$ cat src/rtl/cia_serial_pkg.sv
// Shared types and constants for the CIA serial data port.
package cia;

   typedef logic [3:0] reg4_t;
   typedef logic [7:0] reg8_t;

   // Serial port sequencer states.
   typedef enum logic [0:0] {
      SP_IDLE  = 1'b0,
      SP_SHIFT = 1'b1
   } sp_state_t;

   // Register address of the serial data register.
   localparam reg4_t SDR_ADDR = 4'hC;

   // Half-bit counter value at the last underflow of an output byte (16th).
   localparam logic [3:0] HCNT_LAST_OUT = 4'd15;

   // Half-bit counter value just before the 8th input edge (counts by two).
   localparam logic [3:0] HCNT_LAST_IN = 4'd14;

endpackage

$ cat src/rtl/cia_serial.sv
// CIA serial data port (SDR). Output mode shifts the SDR out MSB-first on SP,
// with CNT toggled once per timer A underflow (two underflows per bit).
// Input mode samples SP on each rising CNT edge. A completed byte raises the
// SP interrupt source for exactly one phi2 cycle.
//
// Bus/pin strobe semantics: every register and pin sample below is taken only
// on a clk edge where phi2_dn is high; between strobes all state holds. There
// is no backpressure: a write strobe is always accepted in the cycle it occurs.
module cia_serial
   import cia::*;
(
   input  logic      clk,
   input  logic      res,
   input  logic      phi2_dn,
   input  logic      rd,
   input  logic      we,
   input  reg4_t     addr,
   input  reg8_t     data,
   input  logic      sp_out_mode,
   input  logic      ta_underflow,
   input  logic      cnt_in,
   input  logic      sp_in,
   output reg8_t     regs,
   output logic      sp_out,
   output logic      sp_oe,
   output logic      cnt_out,
   output logic      cnt_oe,
   output logic      irq_sp,
   output sp_state_t dbg_state
);

   // Registered state
   reg8_t     r_sdr;
   reg8_t     r_shifter;
   logic [3:0] r_hcnt;
   logic      r_pending;
   sp_state_t r_state;
   logic      r_cnt_out;
   logic      r_sp_out;
   logic      r_irq_sp;
   logic      r_cnt_prev;
   logic      r_mode_prev;

   // Decoded strobes
   logic      w_sdr_wr;
   logic      w_mode_chg;
   logic      w_cnt_rise;
   reg8_t     w_sdr_next;
   reg8_t     w_in_word;
   logic      w_pend_eff;
   logic      w_out_load;
   logic      w_out_step;
   logic      w_out_done;
   logic      w_in_edge;
   logic      w_in_done;
   logic      w_complete;

   // Reads are side-effect free and shifter bit 7 is never observed directly.
   logic [1:0] w_unused;
   assign w_unused = {rd, r_shifter[7]};

   assign w_sdr_wr   = phi2_dn && we && (addr == SDR_ADDR);
   assign w_mode_chg = (sp_out_mode != r_mode_prev);
   assign w_cnt_rise = cnt_in && !r_cnt_prev;

   // Value the SDR holds after this strobe if only the bus acts on it; a
   // reload in the same cycle as a write picks up the new byte.
   assign w_sdr_next = w_sdr_wr ? data : r_sdr;
   assign w_in_word  = {r_shifter[6:0], sp_in};

   // A write in the completing cycle counts as pending for back-to-back.
   assign w_pend_eff = r_pending || (w_sdr_wr && sp_out_mode);

   assign w_out_load = phi2_dn && sp_out_mode && !w_mode_chg &&
                       (r_state == SP_IDLE) && r_pending && ta_underflow;
   assign w_out_step = phi2_dn && sp_out_mode && !w_mode_chg &&
                       (r_state == SP_SHIFT) && ta_underflow;
   assign w_out_done = w_out_step && (r_hcnt == HCNT_LAST_OUT);
   assign w_in_edge  = phi2_dn && !sp_out_mode && !w_mode_chg && w_cnt_rise;
   assign w_in_done  = w_in_edge && (r_hcnt == HCNT_LAST_IN);
   assign w_complete = w_out_done || w_in_done;

   // SDR register: a finished input byte beats a bus write in the same cycle.
   always_ff @(posedge clk or posedge res) begin
      if (res) begin
         r_sdr <= '0;
      end else if (phi2_dn) begin
         if (w_in_done) begin
            r_sdr <= w_in_word;
         end else if (w_sdr_wr) begin
            r_sdr <= data;
         end
      end
   end

   // Pending flag: an output-mode write waiting to be shifted out.
   always_ff @(posedge clk or posedge res) begin
      if (res) begin
         r_pending <= 1'b0;
      end else if (phi2_dn) begin
         if (w_mode_chg || !sp_out_mode) begin
            r_pending <= 1'b0;
         end else if (w_out_load || (w_out_done && w_pend_eff)) begin
            r_pending <= 1'b0;
         end else if (w_sdr_wr) begin
            r_pending <= 1'b1;
         end
      end
   end

   // Sequencer, shifter, half-bit counter and CNT/SP pin drive.
   always_ff @(posedge clk or posedge res) begin
      if (res) begin
         r_state   <= SP_IDLE;
         r_shifter <= '0;
         r_hcnt    <= '0;
         r_cnt_out <= 1'b1;
         r_sp_out  <= 1'b1;
      end else if (phi2_dn) begin
         if (w_mode_chg) begin
            // Abort whatever was in flight; the SDR itself is kept.
            r_state   <= SP_IDLE;
            r_hcnt    <= '0;
            r_cnt_out <= 1'b1;
            r_sp_out  <= 1'b1;
         end else if (!sp_out_mode) begin
            // Input mode: pins are released high, CNT edges drive the shifter.
            r_state   <= SP_IDLE;
            r_cnt_out <= 1'b1;
            r_sp_out  <= 1'b1;
            if (w_in_edge) begin
               r_shifter <= w_in_word;
               r_hcnt    <= w_in_done ? 4'd0 : (r_hcnt + 4'd2);
            end
         end else begin
            case (r_state)
               SP_IDLE: begin
                  r_cnt_out <= 1'b1;
                  if (w_out_load) begin
                     // MSB is presented on SP as soon as the byte is loaded.
                     r_shifter <= w_sdr_next;
                     r_sp_out  <= w_sdr_next[7];
                     r_hcnt    <= '0;
                     r_state   <= SP_SHIFT;
                  end
               end
               SP_SHIFT: begin
                  if (w_out_step) begin
                     if (w_out_done) begin
                        r_cnt_out <= 1'b1;
                        r_hcnt    <= '0;
                        if (w_pend_eff) begin
                           r_shifter <= w_sdr_next;
                           r_sp_out  <= w_sdr_next[7];
                        end else begin
                           r_state <= SP_IDLE;
                        end
                     end else begin
                        r_cnt_out <= ~r_cnt_out;
                        r_hcnt    <= r_hcnt + 4'd1;
                        // Advance to the next bit on CNT falling, except the
                        // first fall, whose bit was already shown at load.
                        if (r_cnt_out && (r_hcnt != 4'd0)) begin
                           r_shifter <= {r_shifter[6:0], 1'b0};
                           r_sp_out  <= r_shifter[6];
                        end
                     end
                  end
               end
               default: begin
                  r_state <= SP_IDLE;
               end
            endcase
         end
      end
   end

   // Interrupt source: one full phi2 cycle of level after each finished byte.
   always_ff @(posedge clk or posedge res) begin
      if (res) begin
         r_irq_sp <= 1'b0;
      end else if (phi2_dn) begin
         r_irq_sp <= w_complete;
      end
   end

   // Pin and mode history used for CNT edge detection and mode-change abort.
   always_ff @(posedge clk or posedge res) begin
      if (res) begin
         r_cnt_prev  <= 1'b1;
         r_mode_prev <= 1'b0;
      end else if (phi2_dn) begin
         r_cnt_prev  <= cnt_in;
         r_mode_prev <= sp_out_mode;
      end
   end

   assign regs      = r_sdr;
   assign sp_out    = r_sp_out;
   assign cnt_out   = r_cnt_out;
   assign irq_sp    = r_irq_sp;
   assign sp_oe     = sp_out_mode;
   assign cnt_oe    = sp_out_mode;
   assign dbg_state = r_state;

endmodule

$ cat config.mk
export PLATFORM = sky130hd
export DESIGN_NAME = cia_serial
export DESIGN_NICKNAME = d
export VERILOG_FILES = /design/src/rtl/cia_serial_pkg.sv /design/src/rtl/cia_serial.sv
export SDC_FILE = /design/constraint.sdc
export NUM_CORES = 1
export LEC_CHECK = 0
export CORE_UTILIZATION = 45
export DETAILED_ROUTE_END_ITERATION = 16
export GPL_TIMING_DRIVEN = 0
export HOLD_SLACK_MARGIN = 0.06
export PLACE_DENSITY = 0.78
export SETUP_SLACK_MARGIN = 0.1
export SLEW_MARGIN = 20
export SYNTH_ARGS = -nofsm -noshare
export SYNTH_HDL_FRONTEND = slang
export SYNTH_SLANG_ARGS = --single-unit
$ cat constraint.sdc
create_clock -name clk -period 2.5 [get_ports clk]
set_input_delay 0.375 -clock clk [delete_from_list [all_inputs] [get_ports clk]]
set_output_delay 0.375 -clock clk [all_outputs]
set_load 0.005 [all_outputs]
==> results.txt <==
Status: complete, no violations
Final Util: 0.654
Syn Area/Cell: 9.75 um^2
Placed Cells: 236
Crit path max fanout: 7
Unique masters post-synth: 39
R2r endpoint: r_shifter[3]
DIE HEIGHT: 60.7 um
Post-synth top flop: dfrtp_1
Routed length per placed instance: 15.4 um
Ports: 35
WHS: 0.382 ns
Layout fillers: 273
CTS max path bufs: 2
Startpoint types: input port
Crit path DAT: 2.61 ns
First-pass GRT wire length: 6270 um
Die width: 60.7 um
Clk pin slew, worst setup/hold paths: 0.15 ns
FFs w/ async S/R, synth: 1.00
Overflow after GRT: 0
VDD IR max: 0.400 mV
Fin. max-slew vios: 0
Finished Layout Cells: 247
Row count: 20
Antenna Cells: 0
Layout cells sized above 1: 0.182
Antenna-violating nets left: 0
Final min period: 2.39 ns
Gate Count Post-Synth: 159
RSZ-0062 raised after global routing: true
Normalized max-slew margin: 0.501
Total track usage: 0.232
Vias post-DR: 1426
Clock sink count: 26
Setup violators final: 0
Final Cell Area: 0.00206 mm^2
Tcrit/Tclk final: 0.957
Post-synth EDFFs: 0
Ys Warns: 0
DP Wirelength: 2680 um
Drt via density: 5.77
Syn nets: 186
Fmax: 0.418 GHz
#FFs+latches synth: 26
Initial DRC count: 57
Multi-input gate area: 845 um^2
Setup Skew: 0.0153 ns
Crit-path max cell delay: 0.41 ns
CTS Root Cell: clkbuf_4
Nets@finish: 231
First-pass DRT Iterations: 4
Final hold viol count: 0
Worst min path class: in -> async
Core Footprint: 0.00315 mm^2
CP required: 2.72 ns
Syn Std Cell Area: 0.00155 mm^2
Largest net degree at the start of global routing: 27
R2R Setup Slk: 0.13 ns
Post-placement cell area: 0.00195 mm^2
Worst Setup End Kind: register
Most frequent CP cell: or3_4
Crit-path slowest cell: or3_4
Leak pwr: 0.000885 uW
H-tree levels: 1
FF/Latch Area: 654 um^2
Num CTS Buffers: 3
Placer Congestion: 0.895
Slew at the pin closest to its max-slew limit: 0.744 ns
TritonCTS clock tree: done
Die Area: 0.00368 mm^2
Max_cap viols: 0
Critical Path Stages: 9
Reg-to-Reg Start: r_mode_prev
Sequential area share after synthesis: 0.422
Power Dens Cells: 541 mW/mm^2
Port bufs: 33
Final WL: 3800 um
Crit Path Class: in -> reg
Worst skew pair latency: 0.33 ns
Crit-path cells: clkdlybuf4s15_2 > buf_6 > inv_4 > ha_4 > nand4b_4 > or3_4 > or3_4 > nand4_4 > mux2_2
Delay-heaviest family, CP: simple AND/OR/NAND/NOR gates
Initial Util: 0.492
DR DRC count: 0
Initial antenna violation count: 0
Vias in the first global route: 1399
Area delta synth->final: 33.0%
Worst r2r path cells: 7
Buf+Inv Stages, Crit Path: 3
[layout make-up]
cell class / instances / share of cell area
inverter: 8 / 0.0158
sequential: 26 / 0.317
buffer: 10 / 0.0267
clock buffer: 4 / 0.0176
tap: 44 / 0.0267
multi-input combinational: 115 / 0.410
timing repair buffer: 40 / 0.186
[layer usage]
metal	GRT usage	wire length (um)	vias up
li1	-	-	665
met1	0.309	1650	704
met2	0.391	1870	50
met3	0.0341	219	7
met4	0.0779	47	0
met5	0	0	-
[per-stage QoR]
stage	power (uW)	TNS [ns]	setup slack (ns)
2_1_floorplan	733	0	0.105
3_5_place_dp	876	-9.52	-0.718
4_1_cts	1090	0	0.105
5_1_grt	1180	0	0.0621
6_report	1120	0	0.108
3_3_place_gp	855	-8.32	-0.659
[cells by family (layout without fill, tap and decap cells)]
| logic type | count (synthesis) | after routing | share of synthesized area |
|---|---|---|---|
| adder cells (fa/ha/maj) | 6 | 6 | 0.0484 |
| buffers and inverters | 18 | 62 | 0.0508 |
| AO/OA/AOI/OAI | 44 | 44 | 0.167 |
| AND/OR/NAND/NOR | 47 | 47 | 0.189 |
| flip-flops | 26 | 26 | 0.422 |
| multiplexers | 18 | 18 | 0.123 |
[cells in the mapped netlist (all sizes together) (3+ instances only)]
library cell,instances,area (um^2)
a21oi,24,120
buf,5,30.0
clkbuf,5,18.8
dfrtp,23,576
dfstp,3,78.8
ha,6,75.1
inv,8,30.0
mux2,8,90.1
mux2i,10,100
nand2,7,26.3
nand3,4,20.0
nand4,5,46.3
nor2,12,45.0
o21ai,6,30.0
or3,3,28.8
[flip-flops by register name, summed over array words and instances (netlist names)]
name and cells:
dbg_state 1, r_pending 1, irq_sp 1, cnt_out 1, r_cnt_prev 1, r_mode_prev 1
sp_out 1, r_hcnt 4, regs 8, r_shifter 7
[layout by cell type, fill, tap and decap left out, types with 2 or more instances in the layout]
cell type and instances:
or3b_1 2, nor3_1 2, dfstp_2 3, clkbuf_1 5
nand2_1 7, nand3_1 4, a21oi_1 24, or3_4 2
a31oi_1 2, and3_1 2, nor2b_1 2, buf_2 2
dfrtp_1 23, clkdlybuf4s50_1 32, o21ai_0 5, o31ai_1 2
nand4_1 4, ha_1 5, buf_4 9, inv_2 2
o211ai_1 2, mux2_4 4, nand2b_1 2, mux2_2 4
clkbuf_4 3, nor2_1 12, mux2i_1 10, nor3b_1 2
inv_1 5, a41oi_1 2
[worst reg2reg max path: stages (launching register included)]
cell and delay [ns]:
dfrtp_1 0.41, inv_2 0.08, ha_4 0.22, nand4b_4 0.19
or3_4 0.41, or3_4 0.40, nand4_4 0.20, mux2_2 0.36
[report_power, final]
group	internal (uW)	switching [uW]
Clock	89.1	128
Sequential	505	58.4
Combinational	200	135
Total	794	322
[what timing repair did]
action | in CTS | in global routing
setup endpoints to repair | 13 | 8
hold buffers | 0 | 0
pin swaps | 0 | 3
gates resized for setup | 6 | 5
buffers inserted | 1 | 6
cloned | 0 | 0
[worst max path at each step]
stage / from / end
finish: sp_out_mode / r_shifter[3]
global route: sp_out_mode / r_shifter[3]
CTS: r_mode_prev / r_shifter[0]
detailed placement: sp_out_mode / r_shifter[0]
global placement: sp_out_mode / r_shifter[2]
floorplan: sp_out_mode / r_shifter[0]
No activity file was read; power rests on OpenSTA's default activity.
